--- src/rtl/bank_account_responder.sv ---
// ATM bank-account responder: 4 accounts, PIN-verified sessions, deposit/withdraw/balance.
// Latency: response registered 2 cycles after acceptance; held until resp_ready; one request in flight.
// Optional PIN_LOCKOUT_EN: consecutive wrong PINs lock an account until reset.
module bank_account_responder #(
    parameter logic [7:0] CARD_BASE  = 8'h01,
    parameter logic [3:0] PIN_BASE   = 4'h5,
    parameter logic [4:0] INIT_BAL   = 5'd10,
    parameter logic [1:0] LOCK_LIMIT = 2'd3
) (
    input  logic       clk,
    input  logic       rst,
    input  logic       req_valid,
    output logic       req_ready,
    input  logic [7:0] req_cardno,
    input  logic [3:0] req_pin,
    input  logic [2:0] req_cmd,
    input  logic [4:0] req_amount,
    output logic       resp_valid,
    input  logic       resp_ready,
    output logic [2:0] resp_status,
    output logic [4:0] resp_balance
);
    typedef enum logic [1:0] {S_IDLE, S_LOOKUP, S_EXEC, S_RESP} state_t;

    localparam logic [2:0] CMD_DEP = 3'b001, CMD_WD  = 3'b010, CMD_BAL = 3'b011,
                           CMD_VER = 3'b100, CMD_END = 3'b101;
    localparam logic [2:0] ST_OK = 3'd0, ST_BAD_CARD = 3'd1, ST_BAD_PIN = 3'd2,
                           ST_INSUF = 3'd3, ST_OVERFLOW = 3'd4, ST_LOCKED = 3'd5,
                           ST_BAD_REQ = 3'd6, ST_NOT_AUTH = 3'd7;

    state_t     r_state, w_state_nxt;
    logic [7:0] r_cardno;
    logic [3:0] r_pin;
    logic [2:0] r_cmd;
    logic [4:0] r_amt;
    logic       r_hit;
    logic [1:0] r_idx;
    logic [4:0] r_bal [4];
    logic       r_sess_vld;
    logic [1:0] r_sess_idx;
    logic [2:0] r_resp_status;
    logic [4:0] r_resp_bal;

    always_ff @(posedge clk) begin
        if (rst) r_state <= S_IDLE;
        else     r_state <= w_state_nxt;
    end

    always_comb begin
        w_state_nxt = r_state;
        req_ready   = 1'b0;
        resp_valid  = 1'b0;
        case (r_state)
            S_IDLE: begin
                req_ready = 1'b1;
                if (req_valid) w_state_nxt = S_LOOKUP;
            end
            S_LOOKUP: w_state_nxt = S_EXEC;
            S_EXEC:   w_state_nxt = S_RESP;
            S_RESP: begin
                resp_valid = 1'b1;
                if (resp_ready) w_state_nxt = S_IDLE;
            end
            default:  w_state_nxt = S_IDLE;
        endcase
    end

    always_ff @(posedge clk) begin
        if (rst) begin
            r_cardno <= '0;
            r_pin    <= '0;
            r_cmd    <= '0;
            r_amt    <= '0;
        end else if (r_state == S_IDLE && req_valid) begin
            r_cardno <= req_cardno;
            r_pin    <= req_pin;
            r_cmd    <= req_cmd;
            r_amt    <= req_amount;
        end
    end

    logic [7:0] w_diff;
    assign w_diff = r_cardno - CARD_BASE;

    always_ff @(posedge clk) begin
        if (rst) begin
            r_hit <= 1'b0;
            r_idx <= '0;
        end else if (r_state == S_LOOKUP) begin
            r_hit <= (w_diff < 8'd4);
            r_idx <= w_diff[1:0];
        end
    end

    logic [4:0] w_cur_bal;
    logic [5:0] w_sum;
    logic [3:0] w_pin_exp;
    logic       w_auth;
    logic       w_locked;
    logic       w_cmd_legal;
    logic       w_amt_cmd;
    logic       w_needs_auth;

    assign w_cur_bal    = r_bal[r_idx];
    assign w_sum        = {1'b0, w_cur_bal} + {1'b0, r_amt};
    assign w_pin_exp    = PIN_BASE + {2'b00, r_idx};
    assign w_auth       = r_sess_vld && (r_sess_idx == r_idx);
    assign w_cmd_legal  = (r_cmd >= CMD_DEP) && (r_cmd <= CMD_END);
    assign w_amt_cmd    = (r_cmd == CMD_DEP) || (r_cmd == CMD_WD);
    assign w_needs_auth = w_amt_cmd || (r_cmd == CMD_BAL);

    logic [2:0] w_status;
    logic [4:0] w_new_bal;
    logic       w_bal_we;
    logic       w_sess_set;
    logic       w_sess_clr;

    always_comb begin
        w_status   = ST_OK;
        w_new_bal  = w_cur_bal;
        w_bal_we   = 1'b0;
        w_sess_set = 1'b0;
        w_sess_clr = 1'b0;
        if (!r_hit) begin
            w_status  = ST_BAD_CARD;
            w_new_bal = '0;
        end else if (w_locked) begin
            w_status = ST_LOCKED;
        end else if (!w_cmd_legal || (w_amt_cmd && r_amt == 5'd0)) begin
            w_status = ST_BAD_REQ;
        end else if (w_needs_auth && !w_auth) begin
            w_status = ST_NOT_AUTH;
        end else begin
            case (r_cmd)
                CMD_DEP: begin
                    if (w_sum > 6'd31) w_status = ST_OVERFLOW;
                    else begin
                        w_new_bal = w_sum[4:0];
                        w_bal_we  = 1'b1;
                    end
                end
                CMD_WD: begin
                    if (r_amt > w_cur_bal) w_status = ST_INSUF;
                    else begin
                        w_new_bal = w_cur_bal - r_amt;
                        w_bal_we  = 1'b1;
                    end
                end
                CMD_VER: begin
                    if (r_pin == w_pin_exp) w_sess_set = 1'b1;
                    else begin
                        w_status   = ST_BAD_PIN;
                        w_sess_clr = 1'b1;
                    end
                end
                CMD_END: w_sess_clr = 1'b1;
                default: ;
            endcase
        end
    end

    always_ff @(posedge clk) begin
        if (rst) begin
            for (int i = 0; i < 4; i++) r_bal[i] <= INIT_BAL;
            r_sess_vld    <= 1'b0;
            r_sess_idx    <= '0;
            r_resp_status <= ST_OK;
            r_resp_bal    <= '0;
        end else if (r_state == S_EXEC) begin
            if (w_bal_we) r_bal[r_idx] <= w_new_bal;
            if (w_sess_set) begin
                r_sess_vld <= 1'b1;
                r_sess_idx <= r_idx;
            end else if (w_sess_clr) begin
                r_sess_vld <= 1'b0;
            end
            r_resp_status <= w_status;
            r_resp_bal    <= w_new_bal;
        end
    end

`ifdef PIN_LOCKOUT_EN
    logic [1:0] r_fail [4];
    logic [3:0] r_lock;

    assign w_locked = r_lock[r_idx];

    // Lock is set by the wrong PIN that brings the count to the limit; that response is still BAD_PIN.
    always_ff @(posedge clk) begin
        if (rst) begin
            for (int i = 0; i < 4; i++) r_fail[i] <= '0;
            r_lock <= '0;
        end else if (r_state == S_EXEC && r_cmd == CMD_VER) begin
            if (w_status == ST_OK) begin
                r_fail[r_idx] <= '0;
            end else if (w_status == ST_BAD_PIN) begin
                if (r_fail[r_idx] != 2'd3) r_fail[r_idx] <= r_fail[r_idx] + 2'd1;
                if (({1'b0, r_fail[r_idx]} + 3'd1) >= {1'b0, LOCK_LIMIT}) r_lock[r_idx] <= 1'b1;
            end
        end
    end
`else
    assign w_locked = 1'b0;
`endif

    assign resp_status  = r_resp_status;
    assign resp_balance = r_resp_bal;
endmodule

--- config.mk ---
export PLATFORM = sky130hd
export DESIGN_NAME = bank_account_responder
export DESIGN_NICKNAME = d
export VERILOG_FILES = /design/src/rtl/bank_account_responder.sv
export SDC_FILE = /design/constraint.sdc
export NUM_CORES = 1
export LEC_CHECK = 0
export ABC_CLOCK_PERIOD_IN_PS = 4400
export BUFFER_PORTS_ARGS = -buffer_cell sky130_fd_sc_hd__buf_4
export CAP_MARGIN = 20
export CORE_MARGIN = 2
export CORE_UTILIZATION = 61
export CTS_BUF_LIST = sky130_fd_sc_hd__clkbuf_8
export CTS_CLUSTER_SIZE = 40
export DETAILED_ROUTE_END_ITERATION = 8
export PLACE_DENSITY = 0.83
export SLEW_MARGIN = 20
export SYNTH_ARGS = -nofsm -noshare
export SYNTH_HDL_FRONTEND = slang
export SYNTH_SLANG_ARGS = --single-unit
--- constraint.sdc ---
create_clock -name clk -period 4.4 [get_ports clk]
set_clock_uncertainty 0.1 [all_clocks]
set_input_delay 0.22 -clock clk [delete_from_list [all_inputs] [get_ports clk]]
set_output_delay 0.22 -clock clk [all_outputs]
set_load 0.05 [all_outputs]
==> results.sh, run 1 <==
export IMPL_outcome="finished clean"
export IMPL_cp_common_cell="o21ai_0"
export IMPL_fillers=363
export IMPL_setup_tns_ns=0
export IMPL_wirelength_um=6910
export IMPL_synth_seq_area_share=0.443
export IMPL_cp_cell_sequence="mux4_2 > ha_1 > o21ai_0 > a21oi_1 > o21ai_0 > a221o_1 > o31ai_1"
export IMPL_antenna_found_initial=0
export IMPL_vias=2586
export IMPL_wl_per_cell_um=16.0
export IMPL_slew_headroom=0.392
export IMPL_period_needed_ns=3.98
export IMPL_place_ws_ns=0.537
export IMPL_timing_final_ws_setup_ns=0.420
export IMPL_root_buffer="clkbuf_8"
export IMPL_power_density_nw_per_um2=514
export IMPL_max_stage_delay_ns=0.79
export IMPL_grt_pass1_vias=2442
export IMPL_netlist_area_sq_um=3070
export IMPL_place_congestion=0.886
export IMPL_diodes=0
export IMPL_rr_worst_depth=7
export IMPL_dp_cells=415
export IMPL_yosysTopAreaCell="dfxtp_1"
export IMPL_cts_buffer_depth=2
export IMPL_path_max_fanout=11
export IMPL_dp_hpwl_um=4980
export IMPL_port_buffers=33
export IMPL_cts_made_buffers=9
export IMPL_cts_sinks=58
export IMPL_die_w_um=75.0
export IMPL_worstSetupEndpoint="r_bal[0][3]"
export IMPL_areaGrowthSynthToFinish_pct=15.0
export IMPL_yosysMostFrequentCell="nand2_1"
export IMPL_drt_pass1_iterations=5
export IMPL_track_usage=0.273
export IMPL_vias_per_cell=6.00
export IMPL_holdBufCountCts=0
export IMPL_fin_total_pwr_w=0.00181
export IMPL_drt_iter0_drc=290
export IMPL_drv_slew=0
export IMPL_maxCapViolCount=0
export IMPL_synth_area_top_cells="dfxtp_1 (25%), edfxtp_1 (20%), nand2_1 (6.7%)"
export IMPL_timing_final_crit_share=0.905
export IMPL_worstPathRequired_ns=4.26
export IMPL_clk_latency_ns=0.33
export IMPL_cts_max_level=3
export IMPL_rsz0062_at_grt="false"
export IMPL_yosys_area_top_type_share=0.248
export IMPL_postCtsSetupBuffers=0
export IMPL_cts_tree="done"
export IMPL_async_flop_share=0
export IMPL_postSynthAreaPerCell_sq_um=9.31
export IMPL_synth_edff_count=20
export IMPL_arrival_ns=3.84
export IMPL_start_util=0.642
export IMPL_synth_cell_types=59
export IMPL_num_nets_final=401
export IMPL_grt_max_degree=33
export IMPL_hold_viol_final=0
export IMPL_p_leak_nw=1.40
export IMPL_peakVddDrop_uv=339
export IMPL_ys_ff_latch=58
export IMPL_cts_repair_resized=0
export IMPL_io_pins=34
export IMPL_dieArea_sq_um=5620
export IMPL_ys_warn_count=0
export IMPL_max_clock_freq_mhz=251
export IMPL_startpoint_type="register"
export IMPL_drive_gt1_frac=0.170
export IMPL_cp_slowest_cell="o31ai_1"
export IMPL_rrSetupSlack_ns=0.42
export IMPL_hp_start="req_amount[1]"
export IMPL_rows=25
export IMPL_critical_path_class="reg2reg"
export IMPL_syn_nets=372
export IMPL_hold_slack_ns=0.0298
export IMPL_grt_remaining_overflow=0
export IMPL_endpoint_kind="register"
export IMPL_synth_ff_type="dfxtp_1"
export IMPL_synth_common_cells="nand2_1 (55), dfxtp_1 (38), a21oi_1 (28), nor2_1 (28), inv_1 (21)"
export IMPL_worstReg2RegEnd="r_bal[0][3]"
export IMPL_worst_slew_pin_slew_ns=0.905
export IMPL_grt_pass1_wl_um=11300
export IMPL_hp_class="in2reg"
export IMPL_chipHeight_um=75.0
export IMPL_fin_cells=431
export IMPL_netlist_instances=330
export IMPL_clk_pin_slew_ns=0.07
export IMPL_drc_errors=0
export IMPL_setup_violations_final=0
export IMPL_ant_nets=0
export IMPL_whs_path_depth=3
export IMPL_design_core_area_sq_um=4790
==> how the worst min path moves through the flow <==
stage                           to  slack, ns
floorplan              r_cardno[4]       0.26
global placement    resp_status[2]       0.33
detailed placement  resp_status[2]       0.34
CTS                    r_cardno[7]       0.02
global route              r_cmd[1]       0.03
finish                    r_amt[1]       0.03
==> routing by layer <==
layer	track usage	up-vias	routed length (um)
met5	0	-	0
met4	0.145	0	220
met3	0.0710	30	485
met2	0.423	109	3400
met1	0.352	1214	2800
li1	-	1233	-
==> per-stage QoR <==
step	utilization	instance area [sq um]
2_1_floorplan	-	3070
3_3_place_gp	0.698	3340
3_5_place_dp	0.698	3340
4_1_cts	0.738	3530
5_1_grt	0.738	3530
6_report	0.738	3530
==> layout make-up <==
type / instances / area, sq um / share of cell area
clock buffers: 10 / 138 / 0.0390
well taps: 67 / 83.8 / 0.0237
flip-flops and latches: 58 / 1360 / 0.385
multi-input cells: 236 / 1570 / 0.444
repair buffers: 33 / 248 / 0.0701
inverters: 21 / 78.8 / 0.0223
clock inverters: 6 / 56.3 / 0.0159
==> sequential cells by signal, indices dropped and copies added, names as in the netlist, named ones only <==
name / count
r_amt: 5
r_bal: 20
r_cardno: 8
r_cmd: 3
r_hit: 1
r_idx: 2
r_pin: 4
r_sess_idx: 2
r_sess_vld: 1
r_state: 2
resp_balance: 5
resp_status: 3
==> placed cells by master (no fill, tap or decap), drive strengths merged, types with 3 or more instances in the layout <==
cell type	netlist	layout
and2	3	3
nor3	8	8
dfxtp	38	38
a211oi	3	3
o31ai	3	3
buf	4	33
nand2	55	55
ha	16	16
inv	21	21
o211ai	3	3
nand3	5	5
o22ai	3	3
nand2b	8	8
o21ai	12	12
clkbuf	11	10
edfxtp	20	20
a21oi	28	28
mux2i	4	4
a22oi	3	3
clkinv	0	4
nor2	28	28
mux4	5	5
nand4	3	3
a221oi	3	3
nand3b	4	4
nor4	3	3
xor2	5	5
==> cells by family (layout without fill, tap and decap cells) <==
logic type | Yosys count | count (layout) | synth area share
AO/OA/AOI/OAI | 76 | 76 | 0.166
adder cells (fa/ha/maj) | 18 | 18 | 0.0782
buffers and inverters | 36 | 70 | 0.0464
flip-flops | 58 | 58 | 0.443
multiplexers | 9 | 9 | 0.0497
AND/OR/NAND/NOR | 127 | 127 | 0.199
XOR/XNOR | 6 | 6 | 0.0171
==> power breakdown <==
part,switching [W],leakage [nW],internal (W)
Combinational,0.000368,0.810,0.000239
Sequential,0.000109,0.488,0.000623
Clock,0.000205,0.0995,0.000272
Total,0.000681,1.40,0.00113
==> critical path: cells and delay by family, from the launching register on <==
| kind | cells | cell delay, ns |
|---|---|---|
| AO/OA/AOI/OAI | 5 | 1.93 |
| multiplexers | 1 | 0.58 |
| flip-flops | 1 | 0.52 |
| adder cells (fa/ha/maj) | 1 | 0.47 |
(Power assumes the default switching activity.)
==> inputs of run 2 (changes only) <==
Settings changed: CORE_UTILIZATION 61 to 40, PLACE_DENSITY 0.83 to 0.58.
==> results.sh, run 2 (synthesis gave the netlist of run 1 again) <==
export IMPL_worstPathRequired_ns=4.27
export IMPL_areaGrowthSynthToFinish_pct=16.6
export IMPL_rows=31
export IMPL_grt_pass1_vias=2391
export IMPL_largest_reg_flops=20
export IMPL_drt_iter0_drc=97
export IMPL_peakVddDrop_uv=358
export IMPL_clk_pin_slew_ns=0.07
export IMPL_final_cell_area_sq_um=3580
export IMPL_max_clock_freq_mhz=257
export IMPL_io_pins=34
export IMPL_path_max_fanout=11
export IMPL_drv_slew=0
export IMPL_vias_per_cell=5.36
export IMPL_startpoint_type="register"
export IMPL_maxCapViolCount=0
export IMPL_outcome="finished clean"
export IMPL_cts_sinks=58
export IMPL_drc_errors=0
export IMPL_place_congestion=0.861
export IMPL_start_util=0.419
export IMPL_grt_remaining_overflow=0
export IMPL_cts_tree="done"
export IMPL_antenna_found_initial=0
export IMPL_timing_final_crit_share=0.885
export IMPL_setup_tns_ns=0
export IMPL_vias=2480
export IMPL_grt_pass1_wl_um=11900
export IMPL_port_buffers=33
export IMPL_p_leak_nw=1.40
export IMPL_mostFrequentLayoutCells="nand2_1 (55), dfxtp_1 (38), buf_4 (33), nor2_1 (28), a21oi_1 (28)"
export IMPL_cts_made_buffers=9
export IMPL_dieArea_sq_um=8400
export IMPL_postCtsSetupBuffers=0
export IMPL_endpoint_kind="register"
export IMPL_critical_path_class="reg2reg"
export IMPL_drive_gt1_frac=0.173
export IMPL_drt_pass1_iterations=4
export IMPL_track_usage=0.183
export IMPL_diodes=0
export IMPL_hp_class="in2reg"
export IMPL_period_needed_ns=3.90
export IMPL_grt_max_degree=33
export IMPL_hold_viol_final=0
export IMPL_holdBufCountCts=0
export IMPL_layout_commonest_cell="nand2_1"
export IMPL_wirelength_um=7180
export IMPL_arrival_ns=3.77
export IMPL_ant_nets=0
export IMPL_chipHeight_um=91.6
export IMPL_setup_violations_final=0
export IMPL_reg_largest_list="r_bal: 20 flops, r_cardno: 8 flops"
export IMPL_worst_slew_pin_slew_ns=0.768
export IMPL_placed_area_sq_um=3380
export IMPL_num_nets_final=401
export IMPL_die_w_um=91.6
export IMPL_cts_repair_resized=0
export IMPL_rsz0062_at_grt="false"
export IMPL_dp_hpwl_um=5300
export IMPL_power_density_nw_per_um2=512
export IMPL_root_buffer="clkbuf_8"
export IMPL_slew_headroom=0.484
export IMPL_top_register="r_bal"
export IMPL_cts_max_level=3
export IMPL_design_core_area_sq_um=7330
export IMPL_cts_buffer_depth=2
export IMPL_clk_latency_ns=0.34
export IMPL_wl_per_cell_um=15.5
run 2: worst paths after layout:
path / from / endpoint / slack, ns / depth (start not counted)
setup / recovery: register / r_bal[0][3] / 0.50 / 7
setup reg to reg: register / r_bal[0][3] / 0.50 / 7
hold / removal: req_pin[1] / r_pin[1] / 0.02 / 3
hold reg to reg: resp_status[2] / resp_status[2] / 0.35 / 2
run 2: per-stage QoR:
step                      power, W  instances  setup slack, ns  utilization  hold WS (ns)
after floorplan            0.00120        330            0.801            -         0.256
after global placement     0.00134        447            0.690        0.461         0.327
after detailed placement   0.00134        447            0.532        0.461         0.340
after CTS                  0.00184        463            0.504        0.488        0.0112
after global routing       0.00196        463            0.240        0.488       0.00446
final                      0.00183        463            0.505        0.488        0.0204
run 2: area by class of cell:
| type | instances | area [sq um] |
|---|---|---|
| fillers | 721 | 3750 |
| repair buffers | 33 | 248 |
| flip-flops and latches | 58 | 1360 |
| clock buffers | 10 | 138 |
| inverters | 21 | 78.8 |
| clock inverters | 6 | 63.8 |
| well taps | 99 | 124 |
| multi-input cells | 236 | 1570 |
run 2: routing by layer:
metal / global-route usage / vias to the layer above / part of all wire
li1: - / 1234 / -
met1: 0.243 / 1176 / 0.47
met2: 0.289 / 64 / 0.47
met3: 0.0501 / 6 / 0.049
met4: 0.0593 / 0 / 0.013
met5: 0 / - / 0
run 2: where the power goes:
group          internal [W]  switching, W  leakage (nW)
Combinational      0.000239      0.000364         0.810
Sequential         0.000623      0.000108         0.488
Clock              0.000277      0.000223         0.103
run 2: critical path, stage by stage, from the launching register on:
cell     delay, ns
dfxtp_1       0.51
mux4_2        0.61
ha_1          0.46
o21ai_0       0.13
a21oi_1       0.26
o21ai_0       0.24
a221o_1       0.53
o31ai_1       0.69
==> inputs of run 3 (changes only) <==
Settings changed: PLACE_DENSITY 0.58 to not set.
==> results.sh, run 3 (synthesis gave the netlist of run 1 again) <==
export IMPL_outcome="finished clean"
export IMPL_dieArea_sq_um=8400
export IMPL_areaGrowthSynthToFinish_pct=16.2
export IMPL_place_ws_ns=0.500
export IMPL_p_sw_w=0.000676
export IMPL_fillers=729
export IMPL_reg_largest_list="r_bal: 20 flops, r_cardno: 8 flops"
export IMPL_path_buf_inv=0
export IMPL_layout_commonest_cell="nand2_1"
export IMPL_io_pins=34
export IMPL_cp_slowest_cell="o31ai_1"
export IMPL_mostFrequentLayoutCells="nand2_1 (55), dfxtp_1 (38), buf_4 (33), nor2_1 (28), a21oi_1 (28)"
export IMPL_hold_viol_final=0
export IMPL_design_core_area_sq_um=7330
export IMPL_track_usage=0.178
export IMPL_multiInputGateArea_sq_um=1570
export IMPL_rsz0062_at_grt="false"
export IMPL_power_density_nw_per_um2=506
export IMPL_drt_pass1_iterations=4
export IMPL_comb_power_share=0.334
export IMPL_switching_share=0.374
export IMPL_vias_per_cell=5.32
export IMPL_placed_area_sq_um=3380
export IMPL_setup_violations_final=0
export IMPL_diodes=0
export IMPL_cts_made_buffers=9
export IMPL_cts_tree="done"
export IMPL_wl_per_cell_um=15.1
export IMPL_port_buffers=33
export IMPL_num_nets_final=401
export IMPL_root_buffer="clkbuf_8"
export IMPL_period_needed_ns=3.88
export IMPL_dp_hpwl_um=5310
export IMPL_largest_reg_flops=20
export IMPL_timing_final_crit_share=0.882
export IMPL_hp_class="in2reg"
export IMPL_cts_buffer_depth=2
export IMPL_chipHeight_um=91.6
export IMPL_timing_final_ws_setup_ns=0.520
export IMPL_power_frac_seq=0.404
export IMPL_cts_repair_resized=0
export IMPL_rows=31
export IMPL_endpoint_kind="register"
export IMPL_cp_common_cell="o21ai_0"
export IMPL_cpLargestDelayFamily="compound AO/OA/AOI/OAI gates"
export IMPL_dp_cells=447
export IMPL_critical_path_class="reg2reg"
export IMPL_start_util=0.419
export IMPL_cts_sinks=58
export IMPL_p_clk_frac=0.262
export IMPL_drv_slew=0
export IMPL_fin_cells=463
export IMPL_path_max_fanout=11
export IMPL_worstPathRequired_ns=4.26
export IMPL_place_congestion=0.855
export IMPL_top_register="r_bal"
export IMPL_final_cell_area_sq_um=3570
export IMPL_antenna_found_initial=0
export IMPL_grt_max_degree=33
export IMPL_internal_power_w=0.00113
export IMPL_regArea_sq_um=1360
export IMPL_drt_iter0_drc=112
export IMPL_cts_max_level=3
export IMPL_clk_latency_ns=0.33
export IMPL_max_stage_delay_ns=0.70
export IMPL_vias=2461
export IMPL_grt_pass1_vias=2313
export IMPL_postCtsSetupBuffers=0
export IMPL_arrival_ns=3.74
export IMPL_grt_remaining_overflow=0
export IMPL_startpoint_type="register"
export IMPL_drive_gt1_frac=0.162
export IMPL_cp_cell_sequence="mux4_2 > ha_1 > o21ai_0 > a21oi_1 > o21ai_0 > a221o_1 > o31ai_1"
export IMPL_worst_slew_pin_slew_ns=0.784
export IMPL_setup_tns_ns=0
export IMPL_maxCapViolCount=0
export IMPL_die_w_um=91.6
export IMPL_max_clock_freq_mhz=258
export IMPL_grt_pass1_wl_um=11600
export IMPL_drc_errors=0
export IMPL_ant_nets=0
export IMPL_p_leak_nw=1.41
export IMPL_clk_pin_slew_ns=0.06
export IMPL_peakVddDrop_uv=301
export IMPL_slew_headroom=0.473
export IMPL_holdBufCountCts=0
export IMPL_wirelength_um=7010
## run 3: cell types whose count changed in the layout (fill, tap and decap cells not counted), sizes merged
cell	before	now
clkinv	2	0
inv	23	25
## run 3: final timing paths
| path | to | from | slack (ns) | cells after the start |
|---|---|---|---|---|
| min | r_cardno[1] | req_cardno[1] | 0.04 | 3 |
| min reg2reg | r_cardno[5] | r_cardno[5] | 0.36 | 2 |
| max | r_bal[0][3] | register | 0.52 | 7 |
| max reg2reg | r_bal[0][3] | register | 0.52 | 7 |
## run 3: final cells by class
cell class,count,area share
clock buffers,10,0.0386
flip-flops and latches,58,0.381
repair buffers,33,0.0694
clock inverters,6,0.0147
well taps,99,0.0347
inverters,21,0.0221
multi-input cells,236,0.439
## run 3: per-stage QoR
| stage | hold WS, ns | total power [W] | utilization |
|---|---|---|---|
| floorplan | 0.256 | 0.00120 | - |
| global placement | 0.334 | 0.00134 | 0.461 |
| detailed placement | 0.352 | 0.00135 | 0.461 |
| CTS | 0.0226 | 0.00182 | 0.487 |
| global route | 0.0339 | 0.00193 | 0.487 |
| finish | 0.0369 | 0.00181 | 0.487 |
## run 3: routing by layer
metal	GRT usage	wire, um	vias to the layer above
met1	0.232	3300	1140
met3	0.0370	326	18
met4	0.0859	180	0
li1	-	-	1240
met5	0	0	-
met2	0.283	3200	63
## run 3: power by group through the flow
stage               sequential [W]  combinational (W)  clock, W
global placement          0.000741           0.000597         0
floorplan                 0.000696           0.000500         0
detailed placement        0.000744           0.000605         0
global route              0.000746           0.000675  0.000509
finish                    0.000731           0.000604  0.000473
CTS                       0.000732           0.000609  0.000484
## run 3: worst min-delay path, cell delays in order
cell and delay [ns]:
buf_4 0.11, nand2_1 0.04, a21oi_1 0.05
